==> src/rtl/bus_pkg.sv <==
`default_nettype none
// ============================================================================
// bus_pkg : transfer size / type encodings shared by all system-bus agents
// Revision : 1.0
// ============================================================================
package bus_pkg;

    typedef enum logic [1:0] {
        BYTE     = 2'd0,
        HALFWORD = 2'd1,
        WORD     = 2'd2
    } tsize_e;

    typedef enum logic {
        READ  = 1'b0,
        WRITE = 1'b1
    } ttype_e;

endpackage
`default_nettype wire

==> src/rtl/clint_timer_pkg.sv <==
`default_nettype none
// ============================================================================
// clint_timer_pkg : register offsets and field positions of the machine timer
// Revision : 1.0
// ============================================================================
package clint_timer_pkg;

    localparam logic [4:0] C_OFF_MTIME_LO    = 5'h00;
    localparam logic [4:0] C_OFF_MTIME_HI    = 5'h04;
    localparam logic [4:0] C_OFF_MTIMECMP_LO = 5'h08;
    localparam logic [4:0] C_OFF_MTIMECMP_HI = 5'h0C;
    localparam logic [4:0] C_OFF_MSIP        = 5'h10;
    localparam logic [4:0] C_OFF_CTRL        = 5'h14;

    localparam int unsigned C_CTRL_EN_BIT  = 0;
    localparam int unsigned C_CTRL_DIV_LSB = 8;

    localparam logic [63:0] C_MTIMECMP_RESET = 64'hFFFF_FFFF_FFFF_FFFF;

endpackage
`default_nettype wire

==> src/rtl/clint_timer_if.sv <==
`default_nettype none
// ============================================================================
// clint_timer_if : slave-side system-bus signals between interconnect and timer
// Revision : 1.0
// ============================================================================
interface clint_timer_if;
    import bus_pkg::*;

    logic        ss;
    logic        bstart;
    ttype_e      ttype;
    tsize_e      tsize;
    logic [31:0] addr;
    logic [31:0] wdata;
    logic [31:0] rdata;
    logic        bdone;
    logic        berror;

    modport master (
        output ss, bstart, ttype, tsize, addr, wdata,
        input  rdata, bdone, berror
    );

    modport slave (
        input  ss, bstart, ttype, tsize, addr, wdata,
        output rdata, bdone, berror
    );

endinterface
`default_nettype wire

==> src/rtl/timer_prescaler.sv <==
`default_nettype none
// ============================================================================
// timer_prescaler : emits one tick every div+1 enabled cycles
// Revision : 1.0
// ============================================================================
module timer_prescaler (
    input  wire logic       clk,
    input  wire logic       rst,
    input  wire logic       en_i,
    input  wire logic [7:0] div_i,
    input  wire logic       clr_i,
    output logic            tick_o
);

    logic [7:0] count_q;
    logic [7:0] count_d;

    always_comb begin
        tick_o  = en_i && (count_q == div_i);
        count_d = count_q;
        // The tick of a clearing cycle still uses the old count and divider.
        if (clr_i) begin
            count_d = '0;
        end else if (en_i) begin
            count_d = tick_o ? 8'd0 : count_q + 8'd1;
        end
    end

    always_ff @(posedge clk) begin
        if (rst) begin
            count_q <= '0;
        end else begin
            count_q <= count_d;
        end
    end

endmodule
`default_nettype wire

==> src/rtl/clint_timer.sv <==
`default_nettype none
// ============================================================================
// clint_timer : memory-mapped 64-bit machine timer and software interrupt
// Revision : 1.0
// ============================================================================
module clint_timer
    import bus_pkg::*;
    import clint_timer_pkg::*;
#(
    parameter logic [7:0] DIV_RESET = 8'd0,
    parameter logic       EN_RESET  = 1'b1
) (
    input  wire logic     bclk,
    input  wire logic     brst,
    clint_timer_if.slave  bus,
    output logic          timer_irq,
    output logic          soft_irq
);

    logic [63:0] mtime_q,     mtime_d;
    logic [63:0] mtimecmp_q,  mtimecmp_d;
    logic [31:0] hi_shadow_q, hi_shadow_d;
    logic [31:0] rdata_q,     rdata_d;
    logic [7:0]  div_q,       div_d;
    logic        en_q,        en_d;
    logic        msip_q,      msip_d;
    logic        bdone_q,     bdone_d;
    logic        berror_q,    berror_d;
    logic        irq_q,       irq_d;

    logic        accept;
    logic        err;
    logic        wr;
    logic        rd;
    logic [4:0]  offset;
    logic        tick;
    logic        ctrl_clr;
    logic        unused_addr;

    assign unused_addr = ^bus.addr[31:5];

    always_comb begin
        offset   = bus.addr[4:0];
        accept   = bus.ss && bus.bstart;
        err      = (bus.tsize != WORD) || (offset[1:0] != 2'b00) || (offset > C_OFF_CTRL);
        wr       = accept && !err && (bus.ttype == WRITE);
        rd       = accept && !err && (bus.ttype == READ);
        ctrl_clr = wr && (offset == C_OFF_CTRL);
    end

    timer_prescaler u_prescaler (
        .clk    (bclk),
        .rst    (brst),
        .en_i   (en_q),
        .div_i  (div_q),
        .clr_i  (ctrl_clr),
        .tick_o (tick)
    );

    always_comb begin
        mtime_d     = tick ? mtime_q + 64'd1 : mtime_q;
        mtimecmp_d  = mtimecmp_q;
        hi_shadow_d = hi_shadow_q;
        msip_d      = msip_q;
        en_d        = en_q;
        div_d       = div_q;
        rdata_d     = '0;
        bdone_d     = accept;
        berror_d    = accept && err;
        irq_d       = (mtime_q >= mtimecmp_q);

        // A bus write to either mtime half replaces the increment for that cycle.
        if (wr) begin
            case (offset)
                C_OFF_MTIME_LO:    mtime_d = {mtime_q[63:32], bus.wdata};
                C_OFF_MTIME_HI:    mtime_d = {bus.wdata, mtime_q[31:0]};
                C_OFF_MTIMECMP_LO: mtimecmp_d[31:0]  = bus.wdata;
                C_OFF_MTIMECMP_HI: mtimecmp_d[63:32] = bus.wdata;
                C_OFF_MSIP:        msip_d = bus.wdata[0];
                C_OFF_CTRL: begin
                    en_d  = bus.wdata[C_CTRL_EN_BIT];
                    div_d = bus.wdata[C_CTRL_DIV_LSB +: 8];
                end
                default: ;
            endcase
        end

        if (rd) begin
            case (offset)
                C_OFF_MTIME_LO: begin
                    rdata_d     = mtime_q[31:0];
                    hi_shadow_d = mtime_q[63:32];
                end
                C_OFF_MTIME_HI:    rdata_d = hi_shadow_q;
                C_OFF_MTIMECMP_LO: rdata_d = mtimecmp_q[31:0];
                C_OFF_MTIMECMP_HI: rdata_d = mtimecmp_q[63:32];
                C_OFF_MSIP:        rdata_d = {31'd0, msip_q};
                C_OFF_CTRL:        rdata_d = {16'd0, div_q, 7'd0, en_q};
                default:           rdata_d = '0;
            endcase
        end
    end

    always_ff @(posedge bclk) begin
        if (brst) begin
            mtime_q     <= '0;
            mtimecmp_q  <= C_MTIMECMP_RESET;
            hi_shadow_q <= '0;
            msip_q      <= 1'b0;
            en_q        <= EN_RESET;
            div_q       <= DIV_RESET;
            rdata_q     <= '0;
            bdone_q     <= 1'b0;
            berror_q    <= 1'b0;
            irq_q       <= 1'b0;
        end else begin
            mtime_q     <= mtime_d;
            mtimecmp_q  <= mtimecmp_d;
            hi_shadow_q <= hi_shadow_d;
            msip_q      <= msip_d;
            en_q        <= en_d;
            div_q       <= div_d;
            rdata_q     <= rdata_d;
            bdone_q     <= bdone_d;
            berror_q    <= berror_d;
            irq_q       <= irq_d;
        end
    end

    assign bus.rdata  = rdata_q;
    assign bus.bdone  = bdone_q;
    assign bus.berror = berror_q;
    assign timer_irq  = irq_q;
    assign soft_irq   = msip_q;

endmodule
`default_nettype wire

==> src/flat_wrapper.sv <==
// flat-port wrapper written by rule: the top's interface ports become plain ports
module clint_timer_flat import bus_pkg::*; import clint_timer_pkg::*;
#(
    parameter logic [7:0] DIV_RESET = 8'd0,
    parameter logic       EN_RESET  = 1'b1
)
  (bclk, brst, timer_irq, soft_irq, bus_ss, bus_bstart, bus_ttype, bus_tsize, bus_addr, bus_wdata, bus_rdata, bus_bdone, bus_berror);
  clint_timer_if bus_i ();
  input  wire logic bclk;
  input  wire logic brst;
  output logic timer_irq;
  output logic soft_irq;
  input wire logic [$bits(bus_i.ss)-1:0] bus_ss;
  input wire logic [$bits(bus_i.bstart)-1:0] bus_bstart;
  input wire logic [$bits(bus_i.ttype)-1:0] bus_ttype;
  input wire logic [$bits(bus_i.tsize)-1:0] bus_tsize;
  input wire logic [$bits(bus_i.addr)-1:0] bus_addr;
  input wire logic [$bits(bus_i.wdata)-1:0] bus_wdata;
  output wire logic [$bits(bus_i.rdata)-1:0] bus_rdata;
  output wire logic [$bits(bus_i.bdone)-1:0] bus_bdone;
  output wire logic [$bits(bus_i.berror)-1:0] bus_berror;
  assign bus_i.ss = bus_ss;
  assign bus_i.bstart = bus_bstart;
  assign bus_i.ttype = bus_ttype;
  assign bus_i.tsize = bus_tsize;
  assign bus_i.addr = bus_addr;
  assign bus_i.wdata = bus_wdata;
  assign bus_rdata = bus_i.rdata;
  assign bus_bdone = bus_i.bdone;
  assign bus_berror = bus_i.berror;
  clint_timer #(.DIV_RESET(DIV_RESET), .EN_RESET(EN_RESET)) u_core (.bclk(bclk), .brst(brst), .bus(bus_i), .timer_irq(timer_irq), .soft_irq(soft_irq));
endmodule
==> config.mk <==
export PLATFORM = sky130hd
export DESIGN_NAME = clint_timer_flat
export DESIGN_NICKNAME = d
export VERILOG_FILES = /design/src/rtl/bus_pkg.sv /design/src/rtl/clint_timer_pkg.sv /design/src/rtl/clint_timer_if.sv /design/src/rtl/timer_prescaler.sv /design/src/rtl/clint_timer.sv /design/src/flat_wrapper.sv
export SDC_FILE = /design/constraint.sdc
export NUM_CORES = 1
export LEC_CHECK = 0
export ABC_CLOCK_PERIOD_IN_PS = 2700
export CAP_MARGIN = 20
export CORE_MARGIN = 2
export CORE_UTILIZATION = 35
export DETAILED_ROUTE_END_ITERATION = 10
export DONT_BUFFER_PORTS = 1
export SYNTH_ARGS = -nofsm -noshare
export SYNTH_HDL_FRONTEND = slang
export SYNTH_SLANG_ARGS = --single-unit
==> constraint.sdc <==
create_clock -name bclk -period 2.7 [get_ports bclk]
set_input_delay 0.27 -clock bclk [delete_from_list [all_inputs] [get_ports bclk]]
set_output_delay 0.27 -clock bclk [all_outputs]
set_load 0.005 [all_outputs]
# [Yosys cells after proc, flatten, opt, wreduce, memory -nomap -nowiden]
# Index checks and enable logic that the tools add are counted.
[totals] ff_bits=213 inputBits=71 output_inout_bits=36 word_cells=52
[op_classes] addsub=2 order_cmp=2 eq_ne=9 mux=5 bitwise=2 reduce_logical=19
[ops] operator="$pmux 32 s6" n=1
[ops] operator="$mux 64" n=2
[ops] operator="$pmux 64 s2" n=1
[ops] operator="$add 64x1->64 const B" n=1
[ops] operator="$ge 64x64->1" n=1
[ops] operator="$eq 5x4->1 const B" n=2
[ops] operator="$eq 5x5->1 const B" n=2
[ops] operator="$reduce_and 2->1" n=5
[ops] operator="$add 8x1->8 const B" n=1
[ops] operator="$eq 8x8->1" n=1
[ops] operator="$mux 8" n=1
[ops] operator="$logic_and 1x1->1" n=7
[ops] operator="$ne 2x2->1 const B" n=3
[ops] operator="$eq 5x3->1 const B" n=1
[ops] operator="$gt 5x5->1 const B" n=1
[ops] operator="$logic_not 5->1" n=1
[ops] operator="$reduce_or 2->1" n=2
[ops] operator="$logic_or 1x1->1" n=2
[ops] operator="$not 1->1" n=2
[ops] operator="$reduce_bool 2->1" n=1
[ops] operator="$logic_not 1->1" n=1

# [Longest topological paths before layout]
# Gate-level depths: netlist of the first run.
[logic_depth] word_depth=8 mapped_depth=9 depth_no_buf=8

# [Modules after synthesis]
# Synthesis of the first run repeated with hierarchy kept, for this count alone.
[unflattened] hier_cells=1393 area_unflattened_um2=11248.3
[modules_own_cells] mod="clint_timer" instances=1 cells_each=1343 area_each_um2=10794.1 seq_area_each_um2=4103.9
[modules_own_cells] mod="timer_prescaler" instances=1 cells_each=50 area_each_um2=454.2 seq_area_each_um2=160.2

# [Least setup slack after synthesis of the first run]
# No wires, ideal clock.
[synth_path] path_type="flip-flop to flip-flop" start="register u_core.mtime_q[0]" end="register u_core.irq_q (netlist: u_core.timer_irq)" setup_time_ns=0.128 t_arrival_ns=2.182 required_ns=2.572 path_slack_ns=0.390 stages_incl_launch_ff=9 path_buffers=0 synth_period_minus_slack_ns=2.310 path_cell_list="dfxtp_1 > inv_1 > ha_1 > nand2b_1 > a2111oi_0 > o311ai_0 > a2111o_1 > a2111oi_0 > o41ai_1"
[synth_between] elab_chain_len=1
[synth_rtl] element="start, declared" line="clint_timer.sv:20" text="logic [63:0] mtime_q, mtime_d;"
[synth_rtl] element="start signal, assigned" line="clint_timer.sv:117" text="mtime_q <= mtime_d;"
[synth_rtl] element="$ge 64x64->1" line="clint_timer.sv:70" text="irq_d = (mtime_q >= mtimecmp_q);"
[synth_rtl] element="end signal, assigned" line="clint_timer.sv:126" text="irq_q <= irq_d;"
[synth_rtl] element="end, declared" line="clint_timer.sv:29" text="logic irq_q, irq_d;"
# No other way between the ends.
# A chain may end at the register's enable or synchronous reset.

# [Worst setup path after layout of the first run]
# Same ends and word-level chain as after synthesis.

==> results.rst, run 1 <==
.. list-table::
   :header-rows: 1

   * - Metric
     - Value
   * - Skew-Pair Late Insertion Delay
     - between 0.5 and 0.6 ns
   * - Number of warnings reported in the yosys synthesis log
     - 0
   * - Placement-stage cell area
     - 12520 µm²
   * - Minimum clock period
     - approximately 2.6 ns
   * - Post-synth design cell area
     - between 10000 and 15000 µm²
   * - Class of the most critical setup path
     - flip-flop to flip-flop
   * - Library cell used as clock root buffer
     - clkbuf_16
   * - Worst min-delay path category
     - input port to flip-flop
   * - Predominant post-synthesis flop cell
     - dfxtp_1
   * - DR vias
     - 11830
   * - Number of unique standard cell types used by synthesis
     - 70
   * - Initial DRT Pass Iterations
     - 6
   * - Flops & latches, synth
     - 213
   * - LEAKAGE
     - 5.470 nW
   * - Fraction of final layout cells sized beyond drive strength 1
     - roughly 11%
   * - Number of filler cells placed in the layout
     - about 3300
   * - Commonest non-fill, non-tap cell in the layout
     - dfxtp_1
   * - Cell type contributing the most total cell area after synthesis
     - dfxtp_1
   * - Top-Level Pins
     - 107
   * - Setup repair after global routing missed its margin
     - no
   * - Post-DP HPWL
     - 31.17 mm
   * - Kind of capture point of the worst setup path
     - flip-flop
   * - Delay of the slowest cell on the worst path
     - ~0.50 ns
   * - Non-Filler Cell Area, Final
     - 13760 µm²
   * - Clock slew at reported path FFs
     - 0.06 ns
   * - Max Fclk
     - 388.6 MHz
   * - Largest voltage drop on the vdd net
     - approximately 0.44 mV
   * - Measured slew at the worst slew-check pin
     - 0.8403 ns
   * - Gate count of the mapped netlist
     - approximately 1400
   * - Maximum number of pins on one net before global-route repair
     - between 90 and 100
   * - H-tree level count
     - 1
   * - CTS tree
     - yes
   * - Gpl congestion
     - 0.9496
   * - Average size of a mapped cell
     - 8.052 µm²
   * - Port Buffers
     - 0
   * - Drt total wl
     - 45.79 mm
   * - Routed Antenna Nets
     - 0
   * - Die width
     - around 190 µm
   * - Number of placement rows
     - between 60 and 70
   * - Top-area cell type share of the netlist area
     - 36.80%
   * - Overall power of the completed layout
     - 6.847 mW
   * - Fin. max-slew vios
     - 0
   * - Crit path max-delay cell type
     - a2111o_1
   * - Number of buffers on the longest clock path
     - 3
   * - Critical path arrival
     - 2.99 ns
   * - Sinks on Clock Net
     - 213
   * - Remaining global-route overflow
     - 0
   * - Run status
     - complete, no violations
   * - Global router's overall resource usage
     - 26.14%
   * - Combined area of the multi-input logic cells
     - between 6000 and 7000 µm²
   * - Cells traversed along the worst timing path
     - inv_1, ha_1, nand2b_1, a2111oi_1, o311ai_1, a2111o_1, a2111oi_2, buf_4, o41ai_1
   * - First-pass GRT wire length
     - 68.76 mm
   * - Finish-stage setup viols
     - 0
   * - Layout-stage area growth over the synthesis result
     - 18.80%
   * - # DRC
     - 0
   * - Max-cap check violation count
     - 0
   * - Number of enable-type register cells in the synthesized netlist
     - 0
   * - Initial antenna violation count
     - 8
   * - Number of design-rule violations left by the first detailed-router iteration
     - 1471
   * - Count of final hold-check violations
     - 0
   * - Worst slew margin relative to its limit
     - 43.46%
   * - Vias in the first global route
     - 11110
   * - Starting Density
     - a little over a third
   * - Final critical-path share of the clock period
     - 95.31%
   * - Die ar.
     - approximately 35000 µm²
   * - Final Skew
     - 0.02653 ns
   * - Number of buffers created by CTS
     - 26
   * - Layout Nets
     - 1634
   * - Register-to-register path setup slack
     - 0.13 ns
   * - Die extent in y
     - 185.9 µm
   * - Critical-path maximum fanout
     - 2
   * - Net Count, Synth
     - 1576
   * - WL/cell
     - 23.36 µm
   * - Proportion of register bits with asynchronous set or reset after synthesis
     - 0%
   * - Footprint of the flip-flops and latches
     - 4264 µm²
   * - Via-per-instance ratio
     - a little over 6
   * - Critical path startpoint category
     - flip-flop
   * - Sequential fraction of the synthesis area
     - between 30 and 40%
   * - Leading post-synthesis cells by cell area
     - dfxtp_1, ha_1, nand2_1
   * - P per Cell Area
     - ~500 nW/µm²
   * - Highest-count cells in the layout ignoring fill and taps
     - dfxtp_1, nand2_1, nor2_1, buf_4, a21oi_1
   * - Core area
     - around 33000 µm²
   * - Data required time at the worst endpoint
     - 3.12 ns
## path summary, 6_finish.rpt
kind | end | start | cells after the start
worst max-delay path | u_core.timer_irq$_SDFF_PP0_ | u_core.mtime_q[0]$_SDFFE_PP0P_ | 9
worst min-delay path | u_core.bus.rdata[25]$_SDFF_PP0_ | bus_addr[2] | 3
worst max register to register | u_core.timer_irq$_SDFF_PP0_ | u_core.mtime_q[0]$_SDFFE_PP0P_ | 9
worst min register to register | u_core.hi_shadow_q[13]$_SDFFE_PP0P_ | u_core.hi_shadow_q[13]$_SDFFE_PP0P_ | 2
## flip-flops by register name, summed over array words and instances (netlist names)
name,cells
u_core.mtime_q,64
u_core.mtimecmp_q,64
u_core.bus.rdata,32
u_core.hi_shadow_q,32
u_core.div_q,8
u_core.u_prescaler.count_q,8
u_core.bus.bdone,1
u_core.bus.berror,1
u_core.en_q,1
u_core.soft_irq,1
u_core.timer_irq,1
## layer usage
layer | GRT usage, % | routed length (µm)
met5 | 0 | 32
met3 | 6.574 | 5337
met2 | 39.75 | 19740
met4 | 7.780 | 1190
met1 | 36.29 | 19490
## through the flow
| stage | instances | setup WS [ns] | util [%] | TNS (ns) | hold slack (ns) |
|---|---|---|---|---|---|
| global route | 1957 | 0.03470 | 42.28 | 0 | 0.009855 |
| finish | 1960 | 0.1267 | 42.31 | 0 | 0.0007270 |
| detailed placement | 1873 | -0.09742 | 38.48 | -0.09742 | 0.3724 |
| global placement | 1873 | -0.06991 | 38.48 | -0.06991 | 0.3713 |
| floorplan | 1439 | 0.3900 | - | 0 | 0.3610 |
| CTS | 1955 | 0.02039 | 42.19 | 0 | 0.001643 |
## area by class of cell
| cell class | count | share of cell area (%) |
|---|---|---|
| tap | 442 | 4.018 |
| timing repair buffer | 132 | 8.526 |
| inverter | 77 | 2.100 |
| sequential | 213 | 30.98 |
| clock buffer | 40 | 5.772 |
| clock inverter | 6 | 0.2363 |
| multi-input combinational | 1047 | 48.31 |
| antenna | 3 | 0.05454 |
## Yosys cell counts (3+ instances only)
library cell	count
dfxtp_1	213
nand2_1	193
nor2_1	128
a21oi_1	83
inv_1	76
clkbuf_1	72
o211ai_1	71
ha_1	66
nand3_1	49
a22oi_1	45
nand4_1	42
o21ai_0	33
nor3_1	32
a221oi_1	31
and4_1	21
a211oi_1	19
and3_1	19
mux2i_1	19
nor4_1	18
a31oi_1	17
xnor2_1	17
buf_2	14
and2_1	13
or3_1	13
xor2_1	12
buf_1	11
or4_1	10
a21o_1	6
a22o_1	6
o221ai_1	6
a222oi_1	5
nand2b_1	5
nor2b_1	5
o22ai_1	5
a2111oi_0	4
a31o_2	4
buf_4	4
a211o_1	3
mux2_2	3
nor3_2	3
nor4b_1	3
o21a_1	3
o311ai_0	3
o31ai_1	3
## kinds of logic (layout without fill, tap and decap cells)
kind of cell	count (synthesis)	in the layout	synth area share [%]
AO/OA/AOI/OAI	361	361	21.53
XOR/XNOR	29	29	2.192
adder cells (fa/ha/maj)	66	66	7.127
buffers and inverters	179	255	6.145
flip-flops	213	213	36.80
multiplexers	22	22	1.933
other	0	3	0
AND/OR/NAND/NOR	569	569	24.27
## power by group
group	internal [mW]	switching, mW
combinational	0.0950	0.177
sequential	3.15	0.00525
clock	2.01	1.41
## critical path: cells and delay by family (launching register included)
| kind | cells | cell delay (ns) |
|---|---|---|
| compound gates | 5 | 1.51 |
| buf+inv | 2 | 0.20 |
| flops | 1 | 0.33 |
| simple gates | 1 | 0.15 |
| fa+ha+maj | 1 | 0.25 |
## what timing repair did
| action | 4_1_cts | 5_1_grt |
|---|---|---|
| endpoints found under the hold margin | 173 | 0 |
| buffers inserted | 0 | 2 |
| hold buffers | 36 | 0 |
| gates resized for setup | 2 | 4 |
| setup endpoints to repair | 1 | 3 |
| cloned | 0 | 0 |
| pin swaps | 1 | 2 |
Power figures use the tool's default switching activity.
==> inputs of run 2 (changes only) <==
--- a/config.mk
+++ b/config.mk
@@ -7,8 +7,7 @@
 export LEC_CHECK = 0
 export ABC_CLOCK_PERIOD_IN_PS = 2700
 export CAP_MARGIN = 20
-export CORE_MARGIN = 2
-export CORE_UTILIZATION = 35
+export CORE_UTILIZATION = 25
 export DETAILED_ROUTE_END_ITERATION = 10
 export DONT_BUFFER_PORTS = 1
 export SYNTH_ARGS = -nofsm -noshare
==> run 2 against run 1 <==
Against the previous run:
- sequential power hardly changed
- critical path type unchanged
- maximum frequency is 3.9% lower
- worst setup slack worse by 0.10 ns
- register-to-register slack worse by 0.10 ns
- hold slack better by 0.010 ns
- flip-flop and latch count stayed put
- sequential share of layout area is 0.51 points lower
- clock skew is 0.0088 ns lower
- clock power is 8.2% higher
- largest cell class unchanged
- cell count is 7.6% higher
- critical endpoint unchanged
- via count is 0.68% higher
- critical path depth stayed put
==> results.rst, run 2 (synthesis results as in run 1) <==
.. list-table::
   :header-rows: 1

   * - Metric
     - Value
   * - Critical path startpoint category
     - flip-flop
   * - Die ar.
     - 47210 µm² (+37%)
   * - Starting Density
     - 25.42% (-10 points)
   * - Number of buffers created by CTS
     - 26 (unchanged)
   * - Worst min-delay path category
     - input port to flip-flop
   * - Die extent in y
     - 217.3 µm (+17%)
   * - Largest voltage drop on the vdd net
     - 0.3728 mV (-16%)
   * - Endpoint of the worst register-to-register path
     - u_core.timer_irq$_SDFF_PP0_
   * - Global router's overall resource usage
     - 19.50% (-6.6 points)
   * - Initial DRT Pass Iterations
     - 8 (+2)
   * - LEAKAGE
     - 5.475 nW (about the same)
   * - Highest-count cells in the layout ignoring fill and taps
     - dfxtp_1, nand2_1, nor2_1, a21oi_1, buf_4
   * - Initial antenna violation count
     - 6 (-2)
   * - Layout-stage area growth over the synthesis result
     - 20.80%
   * - Biggest regs
     - u_core.mtime_q (64), u_core.mtimecmp_q (64)
   * - Cells traversed along the worst timing path
     - inv_1, ha_1, nand2b_1, a2111oi_4, o311ai_2, a2111o_1, a2111oi_1, buf_4, o41ai_1
   * - CTS tree
     - yes
   * - Data required time at the worst endpoint
     - 3.14 ns (+0.02 ns)
   * - Finish-stage setup viols
     - 0 (unchanged)
   * - WP buf/inv
     - 2 (unchanged)
   * - Critical R2R Launch
     - u_core.mtime_q[0]$_SDFFE_PP0P_
   * - Worst slew margin relative to its limit
     - 36.06% (-7.4 points)
   * - Via-per-instance ratio
     - 5.652 (-6.4%)
   * - Number of placement rows
     - 78 (+18%)
   * - Top-Level Pins
     - 107 (unchanged)
   * - CP delay by family, top
     - compound AO/OA/AOI/OAI gates
   * - Kind of capture point of the worst setup path
     - flip-flop
   * - Skew-Pair Late Insertion Delay
     - 0.56 ns (about the same)
   * - Clock slew at reported path FFs
     - 0.06 ns (about the same)
   * - Hold Path Sink
     - u_core.bus.rdata[19]$_SDFF_PP0_
   * - Die width
     - 217.3 µm (+17%)
   * - Commonest non-fill, non-tap cell in the layout
     - dfxtp_1
   * - Remaining global-route overflow
     - 0 (unchanged)
   * - P per Cell Area
     - 509.9 nW/µm² (+2.5%)
   * - # DRC
     - 0 (unchanged)
   * - Length of routed met2 wiring
     - 20.81 mm (+5.5%)
   * - Worst-case setup margin in the final layout
     - 0.02320 ns (-0.1035 ns)
   * - Overall power of the completed layout
     - 7.136 mW (+4.2%)
   * - Measured slew at the worst slew-check pin
     - 0.9590 ns (+0.1187 ns)
   * - Maximum number of pins on one net before global-route repair
     - 92 (unchanged)
   * - H-tree level count
     - 1 (unchanged)
   * - Port Buffers
     - 0 (unchanged)
   * - Non-filler cells, final
     - 2108 (+7.6%)
   * - Number of design-rule violations left by the first detailed-router iteration
     - 1359 (-7.6%)
   * - Number of filler cells placed in the layout
     - 4760 (+43%)
   * - Setup repair after global routing missed its margin
     - yes
   * - Sinks on Clock Net
     - 213 (unchanged)
   * - Length of routed wiring on met1
     - 20.08 mm (+3.0%)
   * - Uppermost routed layer
     - met5
   * - Fin. max-slew vios
     - 0 (unchanged)
   * - Number of buffers on the longest clock path
     - 3 (unchanged)
   * - Library cell used as clock root buffer
     - clkbuf_16
   * - Layout Nets
     - 1628 (-0.37%)
   * - Core area
     - 45580 µm² (+40%)
   * - Final critical-path share of the clock period
     - 99.14% (+3.8 points)
   * - Hold path startpoint
     - bus_addr[2]
   * - Met3 wire length
     - 4.292 mm (-20%)
   * - Drt total wl
     - 47.02 mm (+2.7%)
   * - Critical path arrival
     - 3.12 ns (+0.13 ns)
   * - DP Worst Slack
     - -0.1755 ns (-0.07810 ns)
   * - First-pass GRT wire length
     - 70.89 mm (+3.1%)
   * - Run status
     - complete, no violations
   * - Max Fclk
     - 373.6 MHz (-3.9%)
   * - Cells after DPL
     - 2021 (+7.9%)
   * - Delay of the slowest cell on the worst path
     - 0.50 ns (about the same)
   * - Crit path max-delay cell type
     - a2111o_1
   * - Class of the most critical setup path
     - flip-flop to flip-flop
   * - Routed Antenna Nets
     - 0 (unchanged)
   * - Final Skew
     - 0.01770 ns (-0.008834 ns)
   * - WL/cell
     - 22.30 µm (-4.5%)
   * - Minimum clock period
     - 2.677 ns (+0.1035 ns)
   * - Fraction of final layout cells sized beyond drive strength 1
     - 10.29% (-0.74 points)
   * - DR vias
     - 11910 (+0.68%)
   * - Post-DP HPWL
     - 32.38 mm (+3.9%)
   * - Worst hold path stage count
     - 3 (unchanged)
   * - Vias in the first global route
     - 11240 (+1.2%)
   * - Register-to-register path setup slack
     - 0.02 ns (-0.10 ns)
   * - Count of cells along the worst register-to-register path
     - 9 (unchanged)
   * - Critical-path maximum fanout
     - 2 (unchanged)
   * - Gpl congestion
     - 1.010 (+6.3%)
   * - Total negative slack
     - 0 ns (unchanged)
   * - Worst hold margin
     - 0.01119 ns (+0.01046 ns)
   * - Max-cap check violation count
     - 0 (unchanged)
   * - Count of final hold-check violations
     - 0 (unchanged)
run 2: changes by cell type in the layout (fill, tap and decap cells not counted), moves of 2 or more:
cell / previous run / this run
dlygate4sd3_1: 35 / 40
diode_2: 3 / 1
buf_4: 90 / 80
clkinv_2: 5 / 1
bufinv_16: 0 / 3
run 2: final cells by class:
type                    count  area, µm²  area share, %
repair buffers            126       1129          8.064
inverters                  77      289.0          2.065
multi-input cells        1047       6676          47.70
flip-flops and latches    213       4264          30.47
well taps                 600      750.7          5.364
clock inverters             5      103.9         0.7420
diodes                      1      2.502        0.01788
clock buffers              39      780.7          5.578
run 2: worst max-delay path by stage:
stage / endpoint / depth (start not counted) / start
after floorplan: u_core.timer_irq$_SDFF_PP0_ / 8 / u_core.mtime_q[0]$_SDFFE_PP0P_
after global placement: u_core.timer_irq$_SDFF_PP0_ / 9 / u_core.mtime_q[0]$_SDFFE_PP0P_
after detailed placement: u_core.timer_irq$_SDFF_PP0_ / 9 / u_core.mtime_q[0]$_SDFFE_PP0P_
after CTS: u_core.timer_irq$_SDFF_PP0_ / 9 / u_core.mtime_q[0]$_SDFFE_PP0P_
after global routing: u_core.timer_irq$_SDFF_PP0_ / 9 / u_core.mtime_q[0]$_SDFFE_PP0P_
final: u_core.timer_irq$_SDFF_PP0_ / 9 / u_core.mtime_q[0]$_SDFFE_PP0P_
run 2: repair_timing:
| item | CTS | global route |
|---|---|---|
| endpoints found under the setup margin | 1 | 2 |
| pin swaps | 0 | 1 |
| setup buffers | 0 | 1 |
| hold buffers | 41 | 0 |
| resized for setup | 5 | 4 |
| hold endpoints to repair | 179 | 0 |
run 2: through the flow:
step / instance area [µm²] / utilization, %
6_report: 14000 / 30.71
3_5_place_dp: 12630 / 27.71
2_1_floorplan: 11590 / -
5_1_grt: 14000 / 30.71
3_3_place_gp: 12630 / 27.71
4_1_cts: 13960 / 30.63
run 2: worst min-delay path, cell delays in order:
cell and delay, ns:
nor2_1 0.10, a221oi_1 0.06, nor2_1 0.09
run 2: power breakdown:
group	total (mW)	internal, mW	leakage [nW]	switching (mW)
Combinational	0.286	0.100	3.32	0.186
Sequential	3.15	3.15	1.72	0.00355
Clock	3.70	2.26	0.434	1.43
run 2: layer usage:
metal / GRT usage, % / vias to the layer above
li1: - / 5390
met1: 26.34 / 5801
met2: 30.30 / 601
met3: 3.704 / 116
met4: 7.911 / 6
met5: 0 / -
